===== src/rtl/wash_timer_sense.sv =====
// wash_timer_sense: run-gated cycle/spin timers, debounced hysteretic level flags and valve watchdog; `WASH_TIMER_PAUSE_EN adds a pause input that freezes timers and watchdog
module wash_timer_sense #(
  parameter int CNT_W       = 16,
  parameter int CYCLE_TICKS = 1000,
  parameter int SPIN_TICKS  = 500,
  parameter int LVL_W       = 8,
  parameter int FULL_LEVEL  = 200,
  parameter int EMPTY_LEVEL = 10,
  parameter int HYST        = 8,
  parameter int DEB_CYC     = 4,
  parameter int WD_LIMIT    = 4000
) (
  input  logic             clock,
  input  logic             reset,
  input  logic             wash_run,
  input  logic             spin_run,
`ifdef WASH_TIMER_PAUSE_EN
  input  logic             pause,
`endif
  input  logic             fill_on,
  input  logic             drain_on,
  input  logic [LVL_W-1:0] level,
  output logic             cycle_timeout,
  output logic             spin_timeout,
  output logic             filled,
  output logic             drained,
  output logic [1:0]       fault
);
  localparam logic [CNT_W-1:0] CYC_LAST = CNT_W'(CYCLE_TICKS - 1);
  localparam logic [CNT_W-1:0] SPN_LAST = CNT_W'(SPIN_TICKS - 1);
  localparam logic [CNT_W-1:0] DEB_LAST = CNT_W'(DEB_CYC - 1);
  localparam logic [CNT_W-1:0] WD_LAST  = CNT_W'(WD_LIMIT - 1);
  localparam logic [LVL_W:0] FULL_Q    = (LVL_W+1)'(FULL_LEVEL);
  localparam logic [LVL_W:0] EMPTY_Q   = (LVL_W+1)'(EMPTY_LEVEL);
  localparam logic [LVL_W:0] FULL_REL  = (FULL_LEVEL >= HYST) ? (LVL_W+1)'(FULL_LEVEL - HYST) : '0;
  localparam logic [LVL_W:0] EMPTY_REL = (EMPTY_LEVEL + HYST > (2**LVL_W) - 1) ?
                                         (LVL_W+1)'((2**LVL_W) - 1) : (LVL_W+1)'(EMPTY_LEVEL + HYST);

  typedef enum logic [1:0] {EMPTY, MID, FULL} lvl_e;

  logic             hold;
  logic [CNT_W-1:0] ccnt_q, ccnt_d, scnt_q, scnt_d, dcnt_q, wd_q, base;
  logic             cto_q, cto_d, sto_q, sto_d, pend_q, q_f, q_e, fill_act, drain_act;
  logic [LVL_W:0]   lvl_x;
  logic [1:0]       fault_q;
  lvl_e             state_q;

`ifdef WASH_TIMER_PAUSE_EN
  assign hold = pause;
`else
  assign hold = 1'b0;
`endif

  assign lvl_x     = {1'b0, level};
  assign q_f       = lvl_x >= FULL_Q;
  assign q_e       = lvl_x <= EMPTY_Q;
  assign base      = (dcnt_q != '0 && pend_q == q_f) ? dcnt_q : '0;
  assign fill_act  = fill_on && state_q != FULL;
  assign drain_act = drain_on && state_q != EMPTY;

  // next state of both saturating run timers; a dropped run clears, a pause freezes
  always_comb begin
    ccnt_d = hold ? ccnt_q : (!wash_run ? '0 : (ccnt_q == CYC_LAST ? ccnt_q : ccnt_q + 1'b1));
    cto_d  = hold ? cto_q  : (wash_run && ccnt_q == CYC_LAST);
    scnt_d = hold ? scnt_q : (!spin_run ? '0 : (scnt_q == SPN_LAST ? scnt_q : scnt_q + 1'b1));
    sto_d  = hold ? sto_q  : (spin_run && scnt_q == SPN_LAST);
  end

  // timer registers
  always_ff @(posedge clock or posedge reset) begin
    if (reset) begin
      ccnt_q <= '0;
      scnt_q <= '0;
      cto_q  <= 1'b0;
      sto_q  <= 1'b0;
    end else begin
      ccnt_q <= ccnt_d;
      scnt_q <= scnt_d;
      cto_q  <= cto_d;
      sto_q  <= sto_d;
    end
  end

  // level FSM: debounced entry into FULL/EMPTY, immediate hysteretic release to MID
  always_ff @(posedge clock or posedge reset) begin
    if (reset) begin
      state_q <= MID;
      dcnt_q  <= '0;
      pend_q  <= 1'b0;
    end else if (state_q == FULL) begin
      dcnt_q <= '0;
      if (lvl_x < FULL_REL) state_q <= MID;
    end else if (state_q == EMPTY) begin
      dcnt_q <= '0;
      if (lvl_x > EMPTY_REL) state_q <= MID;
    end else if (q_f || q_e) begin
      if (base == DEB_LAST) begin
        state_q <= q_f ? FULL : EMPTY;
        dcnt_q  <= '0;
      end else begin
        dcnt_q <= base + 1'b1;
        pend_q <= q_f;
      end
    end else begin
      dcnt_q <= '0;
    end
  end

  // valve watchdog and sticky fault code; conflict overrides any earlier watchdog fault
  always_ff @(posedge clock or posedge reset) begin
    if (reset) begin
      wd_q    <= '0;
      fault_q <= 2'd0;
    end else begin
      if (!hold) wd_q <= (fill_act || drain_act) ? (wd_q == WD_LAST ? wd_q : wd_q + 1'b1) : '0;
      if (fill_on && drain_on) fault_q <= 2'd3;
      else if (fault_q == 2'd0 && !hold && (fill_act || drain_act) && wd_q == WD_LAST)
        fault_q <= fill_act ? 2'd1 : 2'd2;
    end
  end

  assign cycle_timeout = cto_q;
  assign spin_timeout  = sto_q;
  assign filled        = state_q == FULL;
  assign drained       = state_q == EMPTY;
  assign fault         = fault_q;
endmodule


===== config.mk =====
export PLATFORM = sky130hd
export DESIGN_NAME = wash_timer_sense
export DESIGN_NICKNAME = d
export VERILOG_FILES = /design/src/rtl/wash_timer_sense.sv
export SDC_FILE = /design/constraint.sdc
export NUM_CORES = 1
export LEC_CHECK = 0
export ABC_CLOCK_PERIOD_IN_PS = 2350
export BUFFER_PORTS_ARGS = -buffer_cell sky130_fd_sc_hd__buf_2
export CAP_MARGIN = 10
export CORE_MARGIN = 2
export CORE_UTILIZATION = 25
export DETAILED_ROUTE_END_ITERATION = 16
export SETUP_SLACK_MARGIN = 0.02
export SLEW_MARGIN = 20
export SYNTH_ARGS = -nofsm -noshare
export SYNTH_HDL_FRONTEND = slang
export SYNTH_SLANG_ARGS = --single-unit
export TNS_END_PERCENT = 10

===== constraint.sdc =====
create_clock -name clock -period 2.35 [get_ports clock]
set_clock_uncertainty 0.05 [all_clocks]
set_input_delay 0.47 -clock clock [delete_from_list [all_inputs] [get_ports clock]]
set_output_delay 0.47 -clock clock [all_outputs]
set_load 0.01 [all_outputs]

==> reports/results.ini <==
[cts]
numCtsBuffers=9
post_cts_buffers=0
cts.repair.resized=0
clockRootBuffer=clkbuf_16
cts_tree=built
cts_hold_buf=0
clk_path_buf_depth=2
clk_pin_slew_ns=0.06
clock_latency_ns=0.33
cts_htree_levels=3
cts_sinks=71

[pwr]
p_leak_nw=1.86
p_per_area_mw_per_mm2=660
peakVddDrop_v=0.000350

[timing]
drv_slew=0
fmax_mhz=495
slew_headroom_pct=54.3
timing.final.hold_violations=0
setup_violations=0
fin_ws_ns=0.331
fin_crit_sh_pct=85.9
setup_tns_ns=0
rsz0062_at_grt=false
fin_crit_ns=2.02
tightest_slew_ns=0.680

[route]
firstDrtPassIters=4
first_iter_violations=180
vias_per_cell=4.63
drt_wl_total_um=6830
vias=2725
drc_errors=0
avgRoutedWirePerCell_um=11.6
ant_nets=0

[status]
status=finished clean

[yosys]
synth_top_cells_by_count=dfrtp_1 (70), nor2_1 (26), xor2_1 (26), and2_1 (25), nand2_1 (23)
synthFlopType=dfrtp_1
synth_enable_flop_cells=0
ys_types=52
ys_top_cells_by_area=dfrtp_1 (48%), xor2_1 (6.2%), xnor2_1 (5.0%)
synth-simple-area-share_pct=27.1
synth.most_common_cell=dfrtp_1
ys_warn_count=0
muxShareOfSynthArea_pct=1.23
synth_fa_ha_area_share_pct=1.36
seq_area_frac_synth_pct=48.4
synth_cells=363
synth-seq-cells=71
synth_top_family_by_area=simple AND/OR/NAND/NOR gates
avgSynthCellArea_sq_um=10.1
synth_top_area_cell=dfrtp_1
synthXorXnorAreaFrac_pct=12.0
syn_nets=381
async_reset_ff_share_pct=100
synth_compound_area_share_pct=7.94
synth_top_area_share_pct=47.7
synthesis.area_sq_mm=0.00367

[critical_path]
cp-end-kind=register
worstPathArrival_ns=2.18
worstPathMaxFanout=4
crit_path_start_kind=input pin
critPathRequiredTime_ns=2.51
path_class=in2reg

[die]
die_width_um=125
core_sq_mm=0.0144
start_util_pct=25.5
die_h_um=125
rows=44
ioPinCount=20
die_area_sq_mm=0.0157

[global_route]
track_usage_pct=9.32
antenna_found_initial=0
gr-total-overflow=0
grt_max_degree=55
grt_pass1_vias=2705
grt_pass1_wl_um=12200

[final_layout]
areaGrowthSynthToFinish_pct=19.7
layout.nets=417
n_fill_cell=1482
drive_gt1_share_pct=17.1
antenna_cells=0

[job]
max_cap_viol_count=0

[placed_design]
post-place-ws_ns=-0.00636
gp_congestion=0.779
dp_hpwl_um=4670
portBuffers=19

[worst_hold_path]
min_path_type=in2async

==> metrics by stage <==
stage | utilization [%] | cell area [sq um] | cells | hold WS (ns) | power (mW)
floorplan | - | 3680 | 363 | 0.456 | 1.45
global placement | 28.3 | 4080 | 572 | 0.413 | 1.52
detailed placement | 28.3 | 4080 | 572 | 0.431 | 1.53
CTS | 30.5 | 4390 | 588 | 0.0805 | 2.94
global route | 30.5 | 4390 | 588 | 0.0968 | 3.03
finish | 30.5 | 4390 | 588 | 0.0771 | 2.90
==> layout make-up <==
class | instances | area, sq um | share of cell area (%)
tap | 184 | 230 | 5.24
timing repair buffer | 31 | 210 | 4.78
multi-input combinational | 275 | 1820 | 41.5
inverter | 11 | 41.3 | 0.940
clock inverter | 3 | 40.0 | 0.911
sequential | 71 | 1780 | 40.5
clock buffer | 13 | 270 | 6.15
==> flip-flops by register name, indices dropped and copies added (netlist names) <==
signal,cells
scnt_q,16
state_q,2
dcnt_q,16
pend_q,1
wd_q,16
spin_timeout,1
ccnt_q,16
cycle_timeout,1
fault,2
==> path summary, 6_finish.rpt <==
path,startpoint,endpoint,slack [ns],cells past startpoint
max,level[5],pend_q$_DFFE_PP0P_,0.33,9
min in group clock,drain_on,fault[1]$_DFFE_PP0P_,0.35,3
max reg2reg,wd_q[0]$_DFFE_PP0P_,wd_q[3]$_DFFE_PP0P_,0.34,6
min,reset,spin_timeout$_DFF_PP0_,0.08,2
min reg2reg,fault[0]$_DFFE_PP0P_,fault[1]$_DFFE_PP0P_,0.44,1
max in group asynchronous,reset,state_q[0]$_DFFE_PP1P_,1.50,3
==> power by group <==
part	switching [mW]	leakage, nW	internal (mW)
clock network	0.492	0.156	0.905
registers	0.0443	0.966	1.26
logic	0.107	0.738	0.0908
==> cells in the final DEF, fill, tap and decap left out, types with 3 or more instances in the layout <==
cell,synthesis,routed
buf_2,2,19
xor2_1,26,26
xnor2_1,21,21
and2_1,25,25
o21ai_0,11,11
and4_1,5,5
nor2_2,11,11
a21oi_1,5,5
inv_1,11,10
nand2_1,23,23
clkbuf_16,0,9
nor2b_1,8,8
clkbuf_8,0,3
nand3_1,22,22
dfrtp_1,70,70
mux2i_1,3,3
buf_4,0,10
nor3_1,10,9
or3_1,10,10
nor2_1,26,26
nand4_1,14,14
nor4_1,8,8
ha_1,4,4
and3_1,6,6
==> per-layer routing <==
layer | global-route usage [%] | vias up | share of wire, % | wire length, um
met5 | 0 | - | 0 | 0
met2 | 14.5 | 48 | 44 | 3010
li1 | - | 1345 | - | -
met4 | 3.86 | 0 | 1.4 | 99
met1 | 12.0 | 1323 | 50 | 3430
met3 | 2.91 | 9 | 4.4 | 299
==> cell families (layout without fill, tap and decap cells) <==
logic type	after synthesis	after routing
buffers and inverters	17	58
xor gates and xnor gates	48	48
DFF	71	71
AOI/OAI and AO/OA	41	41
and+or+nand+nor	178	178
muxes	4	4
adders and majority gates	4	4
==> critical path, cell delays in order <==
cell and delay, ns:
buf_2 0.11, o311a_4 0.40, xnor2_4 0.17, and2_1 0.17, ha_1 0.16, inv_1 0.08, a21o_2 0.24, nand3_4 0.09
mux2_4 0.30
Note: power is estimated with default switching activity, not from simulation.
